### config.mk
export PLATFORM = sky130hd
export DESIGN_NAME = sbg_count_param
export DESIGN_NICKNAME = d
export VERILOG_FILES = /design/src/rtl/sbg_count_param.sv
export SDC_FILE = /design/constraint.sdc
export NUM_CORES = 1
export LEC_CHECK = 0
export CORE_MARGIN = 5
export CORE_UTILIZATION = 45
export DETAILED_ROUTE_END_ITERATION = 10
export MAX_ROUTING_LAYER = met4
export PLACE_DENSITY = 0.7
export SYNTH_ARGS = -nofsm -noshare
export SYNTH_HDL_FRONTEND = slang
export SYNTH_SLANG_ARGS = --single-unit
### constraint.sdc
create_clock -name clk -period 2.4 [get_ports clk]
set_input_delay 0.48 -clock clk [delete_from_list [all_inputs] [get_ports clk]]
set_output_delay 0.48 -clock clk [all_outputs]
set_load 0.01 [all_outputs]
### src/rtl/sbg_count_param.sv
// sbg_count_param: parametrised baseball pitch scorekeeper with registered counts and event pulses
module sbg_count_param #(
  parameter int STRIKE_LIMIT = 3,
  parameter int BALL_LIMIT = 4,
  parameter int OUT_LIMIT = 3,
  parameter int RUN_W = 8,
  parameter int INN_W = 4,
  localparam int SW = $clog2(STRIKE_LIMIT),
  localparam int BW = $clog2(BALL_LIMIT),
  localparam int OW = $clog2(OUT_LIMIT)
) (
  input  logic             clk,
  input  logic             rst_n,
  input  logic             pitch_valid,
  input  logic [1:0]       XY,
  output logic [SW-1:0]    strike_cnt,
  output logic [BW-1:0]    ball_cnt,
  output logic [OW-1:0]    out_cnt,
  output logic [2:0]       bases,
  output logic [RUN_W-1:0] runs,
  output logic [INN_W-1:0] inning,
  output logic             strikeout,
  output logic             walk,
  output logic             hit,
  output logic             run_scored,
  output logic             inning_end
);
  localparam logic [SW-1:0] S_MAX = SW'(STRIKE_LIMIT - 1);
  localparam logic [BW-1:0] B_MAX = BW'(BALL_LIMIT - 1);
  localparam logic [OW-1:0] O_MAX = OW'(OUT_LIMIT - 1);
  logic [SW-1:0]    n_strike;
  logic [BW-1:0]    n_ball;
  logic [OW-1:0]    n_out;
  logic [2:0]       n_bases;
  logic [RUN_W-1:0] n_runs;
  logic [INN_W-1:0] n_inning;
  logic             n_so, n_walk, n_hit, n_rs, n_ie, rec_out;
  // next state and pulses from the current pitch; an out ending the half-inning overrides bases and counts
  always_comb begin
    n_strike = strike_cnt;
    n_ball = ball_cnt;
    n_out = out_cnt;
    n_bases = bases;
    n_runs = runs;
    n_inning = inning;
    n_so = 1'b0;
    n_walk = 1'b0;
    n_hit = 1'b0;
    n_rs = 1'b0;
    n_ie = 1'b0;
    rec_out = 1'b0;
    if (pitch_valid) begin
      if (XY == 2'b00) begin
        n_hit = 1'b1;
        n_strike = '0;
        n_ball = '0;
        n_bases = {bases[1:0], 1'b1};
        n_rs = bases[2];
      end else if (XY == 2'b01) begin
        n_strike = '0;
        n_ball = '0;
        rec_out = 1'b1;
      end else if (XY == 2'b10) begin
        if (ball_cnt == B_MAX) begin
          n_walk = 1'b1;
          n_strike = '0;
          n_ball = '0;
          n_bases = bases[0] ? (bases[1] ? 3'b111 : bases | 3'b011) : bases | 3'b001;
          n_rs = &bases;
        end else n_ball = ball_cnt + 1'b1;
      end else if (strike_cnt == S_MAX) begin
        n_so = 1'b1;
        n_strike = '0;
        n_ball = '0;
        rec_out = 1'b1;
      end else n_strike = strike_cnt + 1'b1;
      n_runs = (n_rs && runs != '1) ? runs + 1'b1 : runs;
      if (rec_out) begin
        if (out_cnt == O_MAX) begin
          n_ie = 1'b1;
          n_out = '0;
          n_bases = '0;
          n_inning = inning + 1'b1;
          n_strike = '0;
          n_ball = '0;
        end else n_out = out_cnt + 1'b1;
      end
    end
  end
  // register all state and pulses; reset clears everything without waiting for clk
  always_ff @(posedge clk or negedge rst_n) begin
    if (!rst_n) begin
      strike_cnt <= '0;
      ball_cnt <= '0;
      out_cnt <= '0;
      bases <= '0;
      runs <= '0;
      inning <= '0;
      strikeout <= 1'b0;
      walk <= 1'b0;
      hit <= 1'b0;
      run_scored <= 1'b0;
      inning_end <= 1'b0;
    end else begin
      strike_cnt <= n_strike;
      ball_cnt <= n_ball;
      out_cnt <= n_out;
      bases <= n_bases;
      runs <= n_runs;
      inning <= n_inning;
      strikeout <= n_so;
      walk <= n_walk;
      hit <= n_hit;
      run_scored <= n_rs;
      inning_end <= n_ie;
    end
  end
endmodule
Word-level counts from Yosys, hierarchy flattened --
Index checks and enable logic that the tools add are counted.
Word-level totals: register bits 26, word-level logic and storage cells 75
Operators by class: add/sub/neg operators 5, equal/unequal tests 6, mux-type cells 47, reductions and logical operators 6
Operators by type and width (count):
- $mux W2 | 15
- $mux W1 | 24
- $mux W3 | 8
- $add A8 B1 Y8 const B | 1
- $eq A2 B2 Y1 const B | 4
- $ne A8 B8 Y1 const B | 1
- $add A2 B1 Y2 const B | 3
- $reduce_and A3 Y1 | 2
- $add A4 B1 Y4 const B | 1
- $reduce_and A2 Y1 | 2
- $eq A2 B1 Y1 const B | 1
- $logic_not A2 Y1 | 1
- $logic_and A1 B1 Y1 | 1

Logic depth before layout (Yosys ltp) --
depth in word-level cells 8, depth in mapped cells 5, depth with buffers taken out 5

Worst setup path after synthesis --
OpenSTA, ideal clock, no wires.
path kind reg-to-reg, start point register runs[0], end point register runs[1], setup time 0.125 ns, arrival 1.601 ns, data required time 2.275 ns, setup slack 0.674 ns, cell stages (with the launch flop) 6, cell sequence dfrtp_1 -> ha_1 -> nand2_1 -> or3_1 -> nand2_1 -> mux2_2
On the way: cells in the longest elaborated chain, start to end 3, elaborated cells between the ends (all ways) 4, those cells by class add/sub (1); eq/ne (1); reduce/logical (2)
RTL lines:
- start, declared | line 20 | output logic [RUN_W-1:0] runs,
- start signal, assigned | line 109 | runs <= n_runs;
- parallel branches: the longest is 3 deep, another holds $add A8 B1 Y8
Parallel ways; which one is timed is not known. A chain may end at the register's enable or synchronous reset.

Worst setup path in the final report --
start point register out_cnt[0], end point output port out_cnt[0]
RTL lines:
- start, declared | line 18 | output logic [OW-1:0] out_cnt,
- start signal, assigned | line 107 | out_cnt <= n_out;
No word-level cell between the ends.

==> flow_metrics.env <==
export IMPL_pwr_share_seq_pct=45.6
export IMPL_drt_pass1_iter_count=4
export IMPL_hold_viol=0
export IMPL_grt_max_degree=27
export IMPL_vias_per_cell=5.28
export IMPL_ctsHoldBuffers=0
export IMPL_cts_resized=0
export IMPL_root_buffer="clkbuf_4"
export IMPL_clock_path_buffers=2
export IMPL_postRouteAntennaNets=0
export IMPL_netlist_area_mm2=0.00123
export IMPL_die_area_mm2=0.00387
export IMPL_dieWidth_um=62.2
export IMPL_start_kind="flip-flop"
export IMPL_critical_path_top_delay_family="buffers and inverters"
export IMPL_setup_violations_final=0
export IMPL_crit_chain="clkdlybuf4s50_1"
export IMPL_cts_sinks=26
export IMPL_rsz0062_at_grt="false"
export IMPL_maxCapViolations=0
export IMPL_cp_data_required_time_ns=1.92
export IMPL_cts_buffers=3
export IMPL_synth_cell_type_count=32
export IMPL_pwr_share_clk_pct=20.0
export IMPL_cts_setup_buffers=0
export IMPL_worstSetupPathType="reg2out"
export IMPL_syn_inst=111
export IMPL_p_leak_nw=0.711
export IMPL_layout_drive_gt1_share_pct=12.2
export IMPL_synth_xor_area_share_pct=5.71
export IMPL_yosysWarnings=0
export IMPL_ir_worst_vdd_mv=0.567
export IMPL_synth_fa_ha_area_share_pct=4.08
export IMPL_io_buffers=30
export IMPL_ys_seq_area_share_pct=53.1
export IMPL_place_congestion=0.804
export IMPL_post_route_min_period_ns=1.85
export IMPL_grt_pass1_vias=909
export IMPL_core_mm2=0.00269
export IMPL_tns_ns=0
export IMPL_cpPeakStageDelay_ns=0.58
export IMPL_place_area_mm2=0.00160
export IMPL_drt_wl_total_mm=2.49
export IMPL_path_buf_inv=1
export IMPL_switchingPower_uw=467
export IMPL_endpoint_kind="output port"
export IMPL_cts_tree="yes"
export IMPL_start_util_pct=45.6
export IMPL_syn_to_final_growth_pct=34.5
export IMPL_critPathSlowestCell="clkdlybuf4s50_1"
export IMPL_fmax_ghz=0.540
export IMPL_layout_nets=158
export IMPL_avgSynthCellArea_um2=11.0
export IMPL_p_sw_share_pct=31.4
export IMPL_p_int_mw=1.02
export IMPL_drtIter0Drc=19
export IMPL_grt_antenna_before_repair=0
export IMPL_slew_headroom_pct=58.4
export IMPL_overflow=0
export IMPL_grt_pass1_wl_mm=4.18
export IMPL_finClkSkew_ns=0.00411
export IMPL_synth_nets=120
export IMPL_synthSimpleGateAreaFrac_pct=16.6
export IMPL_final_area_mm2=0.00165
export IMPL_clkLatencyLatePin_ns=0.31
export IMPL_synth_top_family_by_area="simple AND/OR/NAND/NOR gates"
export IMPL_critical_path_max_fanout=6
export IMPL_synthMuxAreaShare_pct=4.59
export IMPL_wl_per_cell_um=13.9
export IMPL_post_route_period_util_pct=77.2
export IMPL_p_per_area_mw_per_mm2=901
export IMPL_synth_compound_area_share_pct=13.0
export IMPL_grt_usage_pct=13.4
export IMPL_clkTransAtPathRegs_ns=0.14
export IMPL_finalMaxSlewViolations=0
export IMPL_cp_arrival_ns=1.37
export IMPL_cts_max_level=1
export IMPL_rows=19
export IMPL_min_path_type="reg2reg"
export IMPL_ys_ff_latch=26
export IMPL_status="finished, final reports clean"
export IMPL_ios=31
export IMPL_worst_slew_pin_slew_ns=0.609
export IMPL_die_y_um=62.2
export IMPL_drcViolationCount=0
export IMPL_vias=945
export IMPL_post_dp_hpwl_mm=1.89
export IMPL_comb_power_share_pct=34.4
export IMPL_n_antenna_cell=0
[sequential cells by signal, indices dropped and copies added (netlist names)]
register / flops
runs: 8
inning: 4
bases: 3
ball_cnt: 2
out_cnt: 2
strike_cnt: 2
hit: 1
inning_end: 1
run_scored: 1
strikeout: 1
walk: 1
[worst register-to-register path, cell delays in order, from the launching register on]
cell and delay, ns:
dfrtp_1 0.46, ha_1 0.22, nand2_1 0.09, or3_1 0.46, nand2_1 0.17, mux2_2 0.35
[synth_stat cells]
library cell	n	area share, %
nor4b_1	1	0.71
a211oi_1	1	0.61
mux2_2	4	3.7
o22ai_1	2	1.0
a2111oi_0	1	0.71
nor2b_1	2	1.0
buf_2	2	0.82
a21oi_2	1	0.71
xor2_1	1	0.71
nand2b_4	1	1.1
xnor2_1	7	5.0
nand2b_1	1	0.51
ha_1	4	4.1
nand3_1	7	2.9
inv_1	6	1.8
nand3b_1	3	1.8
nand2_1	7	2.1
nor2_1	6	1.8
clkbuf_1	1	0.31
o31ai_1	1	0.61
and3_1	3	1.5
and2_1	2	1.0
a22o_1	1	0.71
dfrtp_1	26	53
a21oi_1	7	2.9
or3_1	1	0.51
mux2_1	1	0.92
nand4_1	3	1.5
a2111oi_4	1	2.2
o21ai_0	4	1.6
a31oi_1	2	1.0
o21ba_2	1	0.82
[cells by family after synthesis]
logic type | after synthesis
xor+xnor | 8
mux | 5
buf+inv | 9
simple gates | 37
flops | 26
fa+ha+maj | 4
compound gates | 22
[placed cells by master, fill, tap and decap left out]
cell,instances
inv_1,6
nor2_1,6
o31ai_1,1
nand2_1,7
and3_1,3
or3_1,1
nor2b_1,2
nand4_1,3
a211oi_1,1
clkbuf_4,3
bufinv_16,1
and2_1,2
a21oi_1,7
dfrtp_1,26
ha_1,4
o21ba_2,1
buf_4,6
a21oi_2,1
o21ai_0,4
a2111oi_0,1
xor2_1,1
a31oi_1,2
nand3_1,7
nor4b_1,1
mux2_2,4
a2111oi_4,1
nand2b_4,1
xnor2_1,7
a22o_1,1
clkdlybuf4s50_1,30
nand3b_1,3
o22ai_1,2
mux2_1,1
nand2b_1,1
[through the flow]
step | std cells | hold slack (ns) | setup WS [ns] | total power [mW] | utilization [%]
2_1_floorplan | 111 | 0.184 | 0.674 | 0.904 | -
3_3_place_gp | 175 | 0.472 | 0.321 | 1.19 | 59.4
3_5_place_dp | 175 | 0.491 | 0.279 | 1.20 | 59.4
4_1_cts | 179 | 0.510 | 0.530 | 1.51 | 61.4
5_1_grt | 179 | 0.518 | 0.464 | 1.58 | 61.4
6_report | 179 | 0.502 | 0.548 | 1.49 | 61.4
[power groups by stage]
stage / clock (mW) / combinational, mW / sequential [mW]
floorplan: 0 / 0.189 / 0.715
CTS: 0.307 / 0.520 / 0.678
global placement: 0 / 0.508 / 0.681
detailed placement: 0 / 0.518 / 0.685
global route: 0.328 / 0.554 / 0.702
finish: 0.297 / 0.511 / 0.678
[path summary, 6_finish.rpt]
| path | start | endpoint | slack, ns | cells after the start |
|---|---|---|---|---|
| min in group asynchronous | rst_n | inning[0] | 0.51 | 2 |
| max | out_cnt[0] | out_cnt[0] | 0.55 | 1 |
| max reg2reg | runs[0] | runs[1] | 0.56 | 5 |
| min | runs[5] | runs[5] | 0.50 | 1 |
| min reg2reg | runs[5] | runs[5] | 0.50 | 1 |
| max in group asynchronous | rst_n | bases[0] | 1.65 | 2 |
[area by class of cell]
type	count	area [um2]
Clock buffer	3	22.5
Clock inverter	1	30.0
Fill cell	245	1040
Inverter	6	22.5
Multi-Input combinational cell	76	539
Sequential cell	26	651
Tap cell	31	38.8
Timing Repair Buffer	36	345
[metal layers]
metal	up-vias	global-route usage [%]	part of all wire, %
met5	-	-	0
met4	0	3.25	0.76
met3	2	3.24	5.4
met2	22	21.6	49
met1	459	16.7	45
li1	462	-	-
No activity file was read; power rests on OpenSTA's default activity.
